--- src/rtl/ram_scan_ctrl.sv ---
// ram_scan_ctrl: 32x4 RAM with debounced-press writes and auto-scanned reads.
// Optional macro RAM_SCAN_WR_FWD_EN forwards write data to a same-address read.
module ram_scan_ctrl #(
  parameter int DATA_W   = 4,
  parameter int ADDR_W   = 5,
  parameter int SCAN_DIV = 50_000_000
) (
  input  logic              clk,
  input  logic              reset_n,
  input  logic              wr_key,
  input  logic [ADDR_W-1:0] sw_addr,
  input  logic [DATA_W-1:0] sw_data,
  input  logic              pause,
  output logic [ADDR_W-1:0] addr_w,
  output logic [DATA_W-1:0] data_in,
  output logic [ADDR_W-1:0] addr_r,
  output logic [DATA_W-1:0] data_out,
  output logic              wr_busy
);

  localparam int DEPTH = 1 << ADDR_W;
  localparam int DIV_W = $clog2(SCAN_DIV);
  localparam logic [DIV_W-1:0] DIV_LAST = DIV_W'(SCAN_DIV - 1);

  typedef enum logic [1:0] {
    S_IDLE,
    S_WRITE,
    S_HOLD
  } state_t;

  state_t            r_state;
  state_t            w_state_nxt;
  logic              r_s1;
  logic              r_s2;
  logic              r_s3;
  logic              w_key_rise;
  logic              w_latch;
  logic              w_we;
  logic [ADDR_W-1:0] r_addr_w;
  logic [DATA_W-1:0] r_data_in;
  logic [ADDR_W-1:0] r_addr_r;
  logic [DATA_W-1:0] r_data_out;
  logic [DIV_W-1:0]  r_div;
  logic [DATA_W-1:0] r_mem [DEPTH];

  assign w_key_rise = r_s2 & ~r_s3;

  // Synchronize the raw key and keep a delayed copy for edge detection
  always_ff @(posedge clk or negedge reset_n) begin
    if (!reset_n) begin
      r_s1 <= 1'b0;
      r_s2 <= 1'b0;
      r_s3 <= 1'b0;
    end else begin
      r_s1 <= wr_key;
      r_s2 <= r_s1;
      r_s3 <= r_s2;
    end
  end

  // Write FSM state register
  always_ff @(posedge clk or negedge reset_n) begin
    if (!reset_n) r_state <= S_IDLE;
    else          r_state <= w_state_nxt;
  end

  // Write FSM next state: one write per press, then wait for release
  always_comb begin
    w_state_nxt = r_state;
    w_latch     = 1'b0;
    w_we        = 1'b0;
    unique case (r_state)
      S_IDLE: begin
        if (w_key_rise) begin
          w_state_nxt = S_WRITE;
          w_latch     = 1'b1;
        end
      end
      S_WRITE: begin
        w_we        = 1'b1;
        w_state_nxt = S_HOLD;
      end
      S_HOLD: begin
        if (!r_s2) w_state_nxt = S_IDLE;
      end
      default: w_state_nxt = S_IDLE;
    endcase
  end

  // Capture switch address/data only on an accepted press
  always_ff @(posedge clk or negedge reset_n) begin
    if (!reset_n) begin
      r_addr_w  <= '0;
      r_data_in <= '0;
    end else if (w_latch) begin
      r_addr_w  <= sw_addr;
      r_data_in <= sw_data;
    end
  end

  // Memory array; cleared by reset so a mid-write reset leaves nothing behind
  always_ff @(posedge clk or negedge reset_n) begin
    if (!reset_n) begin
      for (int i = 0; i < DEPTH; i++) r_mem[i] <= '0;
    end else if (w_we) begin
      r_mem[r_addr_w] <= r_data_in;
    end
  end

  // Scan divider; pause freezes both the count and the read address
  always_ff @(posedge clk or negedge reset_n) begin
    if (!reset_n) begin
      r_div    <= '0;
      r_addr_r <= '0;
    end else if (!pause) begin
      if (r_div == DIV_LAST) begin
        r_div    <= '0;
        r_addr_r <= r_addr_r + ADDR_W'(1);
      end else begin
        r_div <= r_div + DIV_W'(1);
      end
    end
  end

  // Registered read of the current scan address
  always_ff @(posedge clk or negedge reset_n) begin
    if (!reset_n) begin
      r_data_out <= '0;
    end else begin
`ifdef RAM_SCAN_WR_FWD_EN
      if (w_we && (r_addr_w == r_addr_r)) r_data_out <= r_data_in;
      else                                r_data_out <= r_mem[r_addr_r];
`else
      r_data_out <= r_mem[r_addr_r];
`endif
    end
  end

  assign addr_w   = r_addr_w;
  assign data_in  = r_data_in;
  assign addr_r   = r_addr_r;
  assign data_out = r_data_out;
  assign wr_busy  = (r_state != S_IDLE);

endmodule

--- config.mk ---
export PLATFORM = sky130hd
export DESIGN_NAME = ram_scan_ctrl
export DESIGN_NICKNAME = d
export VERILOG_FILES = /design/src/rtl/ram_scan_ctrl.sv
export SDC_FILE = /design/constraint.sdc
export NUM_CORES = 1
export LEC_CHECK = 0
export CAP_MARGIN = 20
export CORE_ASPECT_RATIO = 2
export CORE_UTILIZATION = 45
export DETAILED_ROUTE_END_ITERATION = 8
export HOLD_SLACK_MARGIN = 0.1
export SYNTH_ARGS = -nofsm -noshare
export SYNTH_HDL_FRONTEND = slang
export SYNTH_SLANG_ARGS = --single-unit
--- constraint.sdc ---
create_clock -name clk -period 2.3 [get_ports clk]
set_clock_uncertainty 0.2 [all_clocks]
set_input_delay 0.23 -clock clk [delete_from_list [all_inputs] [get_ports clk]]
set_output_delay 0.23 -clock clk [all_outputs]
set_load 0.05 [all_outputs]
# Yosys cells after proc, flatten, opt, wreduce, memory -nomap -nowiden

Index checks and enable logic that the tools add are counted.

$add $sub $neg: 2
Reductions and logical operators: 5
$lt $le $gt $ge: 3
Muxes and demuxes: 13
Equal/unequal tests: 5
Bitwise operators: 5

Operator list:

| operator              | number |
|---|---|
| $bwmux 128            | 1 |
| $add 26x1->26 const B | 1 |
| $eq 26x26->1 const B  | 1 |
| $mux 26               | 1 |
| $bmux 4 s5            | 1 |
| $demux 4 s5           | 1 |
| $ge 6x6->1 const B    | 2 |
| $mux 4                | 3 |
| $not 5->6             | 2 |
| $lt 6x1->1 const B    | 1 |
| $pmux 2 s3            | 1 |
| $add 5x1->5 const B   | 1 |
| $mux 2                | 2 |
| $ne 2x2->1 const B    | 2 |
| $reduce_and 2->1      | 2 |
| $mux 1                | 3 |
| $eq 2x1->1 const B    | 1 |
| $eq 2x2->1 const B    | 1 |
| $logic_not 2->1       | 1 |
| $not 1->1             | 2 |
| $reduce_bool 2->1     | 1 |
| $and 1x1->1           | 1 |
| $logic_and 1x1->1     | 1 |

Output and inout bits: 19
Input port bits: 13
Flip-flop bits (word level): 177

# Longest topological paths before layout

Word-level depth: 6
Gate-level depth with buffers: 7
Gate-level depth less buffers: 5

# Worst setup path before layout

Ideal clock, no wire load.

Path type: register to register
From: register r_addr_r[0], in the netlist addr_r[0]
To: register r_data_out[0], in the netlist data_out[0]
Path slack: -36 ps
Data arrival time: 2002 ps
Buffers on the path: 3
Stages on the path, launching flop included: 8
Required time: 1966 ps
Cells stage by stage: dfrtp_1 -> buf_2 -> buf_2 -> buf_2 -> mux2i_1 -> o221ai_1 -> a21oi_1 -> a22oi_1

Word-level cells in the longest chain between the ends: 4

RTL lines:

| element                                    | RTL line | source |
|---|---|---|
| from (decl)                                | 41       | `logic [ADDR_W-1:0] r_addr_r;` |
| from (signal assigned)                     | 118      | `r_addr_r <= r_addr_r + ADDR_W'(1);` |
| $not 5->6 (not written as such)            | 134      | `r_data_out <= r_mem[r_addr_r];` |
| $bmux 4 s5                                 | 134      |  |
| $mux 4 (not written as such) (2 in series) | 134      |  |
| to (signal assigned)                       | 134      |  |
| to (decl)                                  | 42       | `logic [DATA_W-1:0] r_data_out;` |

No other way between the ends. The select of a mux whose other input is x is not followed.
A chain may end at the register's enable or synchronous reset.

# Final worst setup path

From: register r_state[1]
To: register r_mem[45] (netlist bit)

Word-level cells in the longest chain between the ends: 2

RTL lines:

| element                         | RTL line | source |
|---|---|---|
| from (decl)                     | 31       | `state_t r_state;` |
| from (signal assigned)          | 64       | `else r_state <= w_state_nxt;` |
| $eq 2x1->1                      | 72       | `unique case (r_state)` |
| $mux 1                          | 72       |  |
| to (signal, indexed assignment) | 106      | `r_mem[r_addr_w] <= r_data_in;` |
| to (decl)                       | 44       | `logic [DATA_W-1:0] r_mem [DEPTH];` |

No other way between the ends.

==> summary.txt <==
STA
  – Fin crit period: 2.23 ns
  – Setup violators final: 0
  – RSZ-0062 raised after global routing: no
  – Fmax: 448 MHz
  – Worst-Margin Slew: 0.596 ns
  – Pins over their slew limit: 0
  – Final period utilization: 0.970
  – Final Hold Vio Count: 0
  – Sum Neg Setup Slack: 0 ns
  – Rel. slew slack: 0.603

Critical path
  – Critical Path Start: r_state[1]
  – Critical Path Max Stage Delay: 0.45 ns
  – Req. time, crit path: 2.41 ns
  – Worst-path fanout max: 5
  – Critical path class: flop to flop
  – FF-to-FF path depth: 4
  – CP arrival: 2.34 ns
  – Cell chain of the critical path: nand2b_1 -> or3_1 -> nor2_1 -> mux2_2
  – Delay-heaviest family, CP: simple AND/OR/NAND/NOR gates
  – WP buf/inv: 0
  – Slowest CP cell: or3_1
  – Crit. End Element: flop
  – Reg2Reg Launch Point: r_state[1]
  – CP Depth: 4
  – Worst Setup Start Kind: flop

Synth
  – #FFs+latches synth: 177
  – Synth Flop Type: dfrtp_1
  – YS warnings: 0
  – Post-synth EDFFs: 0
  – Cell type with the largest total area after synthesis: dfrtp_1
  – Largest family of logic cells by synthesized area: multiplexers
  – Synthesized cell area: 8190 um^2
  – Compound-Gate Fraction of Synth Area: 0.0489
  – Adder-Cell Fraction of Synth Area: 0.00458
  – Cells after synthesis: 621
  – Area share of the largest cell type after synthesis: 0.541
  – Post-synth ARST share: 1.00
  – Xor-xnor portion of the synthesized cell area: 0.0171
  – Post-synthesis simple-gate area fraction: 0.0942
  – Sequential area share after synthesis: 0.541
  – Top post-synthesis cells by area: dfrtp_1 54%, mux2_2 19%, mux4_2 4.7%
  – Synth cell types: 52
  – Mean Syn Cell Area: 13.2 um^2
  – Synthesized Nets: 637
  – Post-synthesis mux area share: 0.275

Route
  – Initial DRC count: 199
  – DRT Wirelength: 19700 um
  – Drt drc: 0
  – First-pass DRT Iterations: 6
  – DR vias/cell: 5.89
  – Final ANT Viol Nets: 0
  – Via count: 5287
  – Routed WL per cell: 22.0 um

Placed design
  – RD Place Congestion: 0.841
  – Placed insts: 865
  – Detailed Place HPWL: 14300 um
  – IO buf count: 31

Cells and area
  – P&R area growth vs syn: 17.1%
  – Non-filler instance count after layout: 898
  – Layout cells sized above 1: 0.356
  – Most frequent cells in the layout: 175 x dfrtp_1, 140 x mux2_2, 35 x buf_4
  – ANT cells: 0
  – Commonest non-fill, non-tap cell in the layout: dfrtp_1
  – Nets: 690

GRT
  – Total Routing Usage GR: 0.226
  – Total gr overflow: 0
  – Pin count of the biggest net entering global routing: 61
  – First-pass GRT wire length: 32000 um
  – Met1 Use GR: 0.243
  – Antenna violations before repair: 0
  – Met2 Use GR: 0.435
  – Busiest grt layer: met2
  – Vias in the first global route: 5768
  – Met3 usage: 0.0308

Pwr
  – Cell leakage power: 4.33 nW
  – Int Power: 6.66 mW
  – VDD IR-drop max: 0.000498 V
  – Sw frac: 0.299
  – Clk pwr share: 0.295
  – Switching pwr: 2.84 mW
  – PwrDens: 990 nW/um^2
  – Combinational power share: 0.229
  – Sequential power share: 0.476

Run status
  – Status: complete, no violations

CTS
  – Max Root-Sink Buffers: 2
  – CTS root buf: clkbuf_16
  – Number of clock sinks: 177
  – Clk slew on worst S/H paths: 0.06 ns
  – CTS H-tree lvls: 4
  – Num CTS Buffers: 17
  – CTS tree: built
  – Skew-Pair Late Insertion Delay: 0.42 ns

Floorplanning
  – Ports: 32
  – Core box area: 17800 um^2
  – Full die area: 18800 um^2
  – FP Rows: 69
  – Chip width: 97.4 um
  – Overall die height: 193 um
  – Initial core utilization: 0.461

Worst hold path
  – Worst hold path type: input pin to async pin

Job
  – # Max-Cap Violations: 0
[metrics by stage]
step | area [um^2] | total power [mW] | util | worst slack, ns | hold slack, ns
5_1_grt | 9590 | 9.94 | 0.539 | 0.00540 | 0.166
3_5_place_dp | 8990 | 6.77 | 0.505 | 0.0362 | 0.0514
4_1_cts | 9560 | 9.58 | 0.538 | 0.0597 | 0.162
2_1_floorplan | 8200 | 5.86 | - | 0.0762 | -0.266
6_report | 9590 | 9.50 | 0.539 | 0.0693 | 0.155
3_3_place_gp | 8990 | 6.66 | 0.505 | 0.0357 | 0.0475
[registers in the layout, indices dropped and copies added, names as in the netlist, 2 cells and up]
| register | flops |
|---|---|
| r_state | 2 |
| addr_w | 5 |
| data_in | 4 |
| data_out | 4 |
| r_mem | 128 |
| r_div | 26 |
| addr_r | 5 |
[repair_timing]
| action | in CTS | in global routing |
|---|---|---|
| cloned | 0 | 0 |
| pin swaps | 0 | 1 |
| gates resized for setup | 3 | 6 |
| hold buffers | 2 | 0 |
| hold endpoints to repair | 125 | 0 |
| buffers inserted | 0 | 1 |
| setup endpoints to repair | 3 | 19 |
[final cells by class]
| class | count | area (um^2) |
|---|---|---|
| clock inverter | 5 | 81.3 |
| tap | 213 | 267 |
| clock buffer | 25 | 475 |
| inverter | 5 | 18.8 |
| sequential | 177 | 4430 |
| multi-input combinational | 404 | 3620 |
| timing repair buffer | 69 | 696 |
| fill | 1510 | 8190 |
[worst paths after layout]
kind | to | slack (ns)
max in group asynchronous | r_mem[6] | 0.99
worst min-delay path | r_mem[107] | 0.15
min in group clk | r_s2 | 0.16
worst min register to register | r_s2 | 0.15
worst max-delay path | r_mem[45] | 0.07
worst max register to register | r_mem[45] | 0.07
[power by group through the flow]
stage	sequential, mW	clock [mW]	combinational [mW]
after global routing	4.61	2.97	2.35
after floorplan	4.55	0	1.32
after CTS	4.51	2.86	2.21
after global placement	4.51	0	2.14
after detailed placement	4.56	0	2.21
final	4.52	2.80	2.18
[worst reg2reg max path, stage by stage, from the launching register on]
cell,delay [ns]
dfrtp_1,0.42
nand2b_1,0.22
or3_1,0.45
nor2_1,0.44
mux2_2,0.39
[cells in the mapped netlist, drive strengths merged, types with 3 or more instances]
| master | count |
|---|---|
| nand2 | 30 |
| xnor2 | 6 |
| buf | 10 |
| clkbuf | 25 |
| inv | 5 |
| mux2i | 29 |
| a21oi | 15 |
| a221oi | 7 |
| nor2 | 25 |
| and4 | 5 |
| ha | 3 |
| nand3 | 15 |
| o21ai | 13 |
| nor3 | 10 |
| or3 | 4 |
| or4 | 6 |
| a211oi | 3 |
| o221ai | 5 |
| nor2b | 3 |
| nor3b | 5 |
| and3 | 3 |
| xor2 | 10 |
| a22oi | 3 |
| nor4 | 6 |
| mux4 | 17 |
| mux2 | 140 |
| nand4 | 7 |
| nand3b | 9 |
| dfrtp | 177 |
| o31ai | 5 |
| o22ai | 3 |
[cells by family (layout without fill, tap and decap cells)]
kind of cell	after synthesis	count (layout)
muxes	186	186
DFF	177	177
and+or+nand+nor	139	139
AOI/OAI and AO/OA	60	60
buffers and inverters	40	104
xor gates and xnor gates	16	16
adders and majority gates	3	3
[routing by layer]
metal | routed length, um | vias to the layer above
met5 | 0 | -
met4 | 591 | 0
met3 | 363 | 34
met2 | 11200 | 92
met1 | 7590 | 2758
li1 | - | 2403
Note: power is estimated with default switching activity, not from simulation.
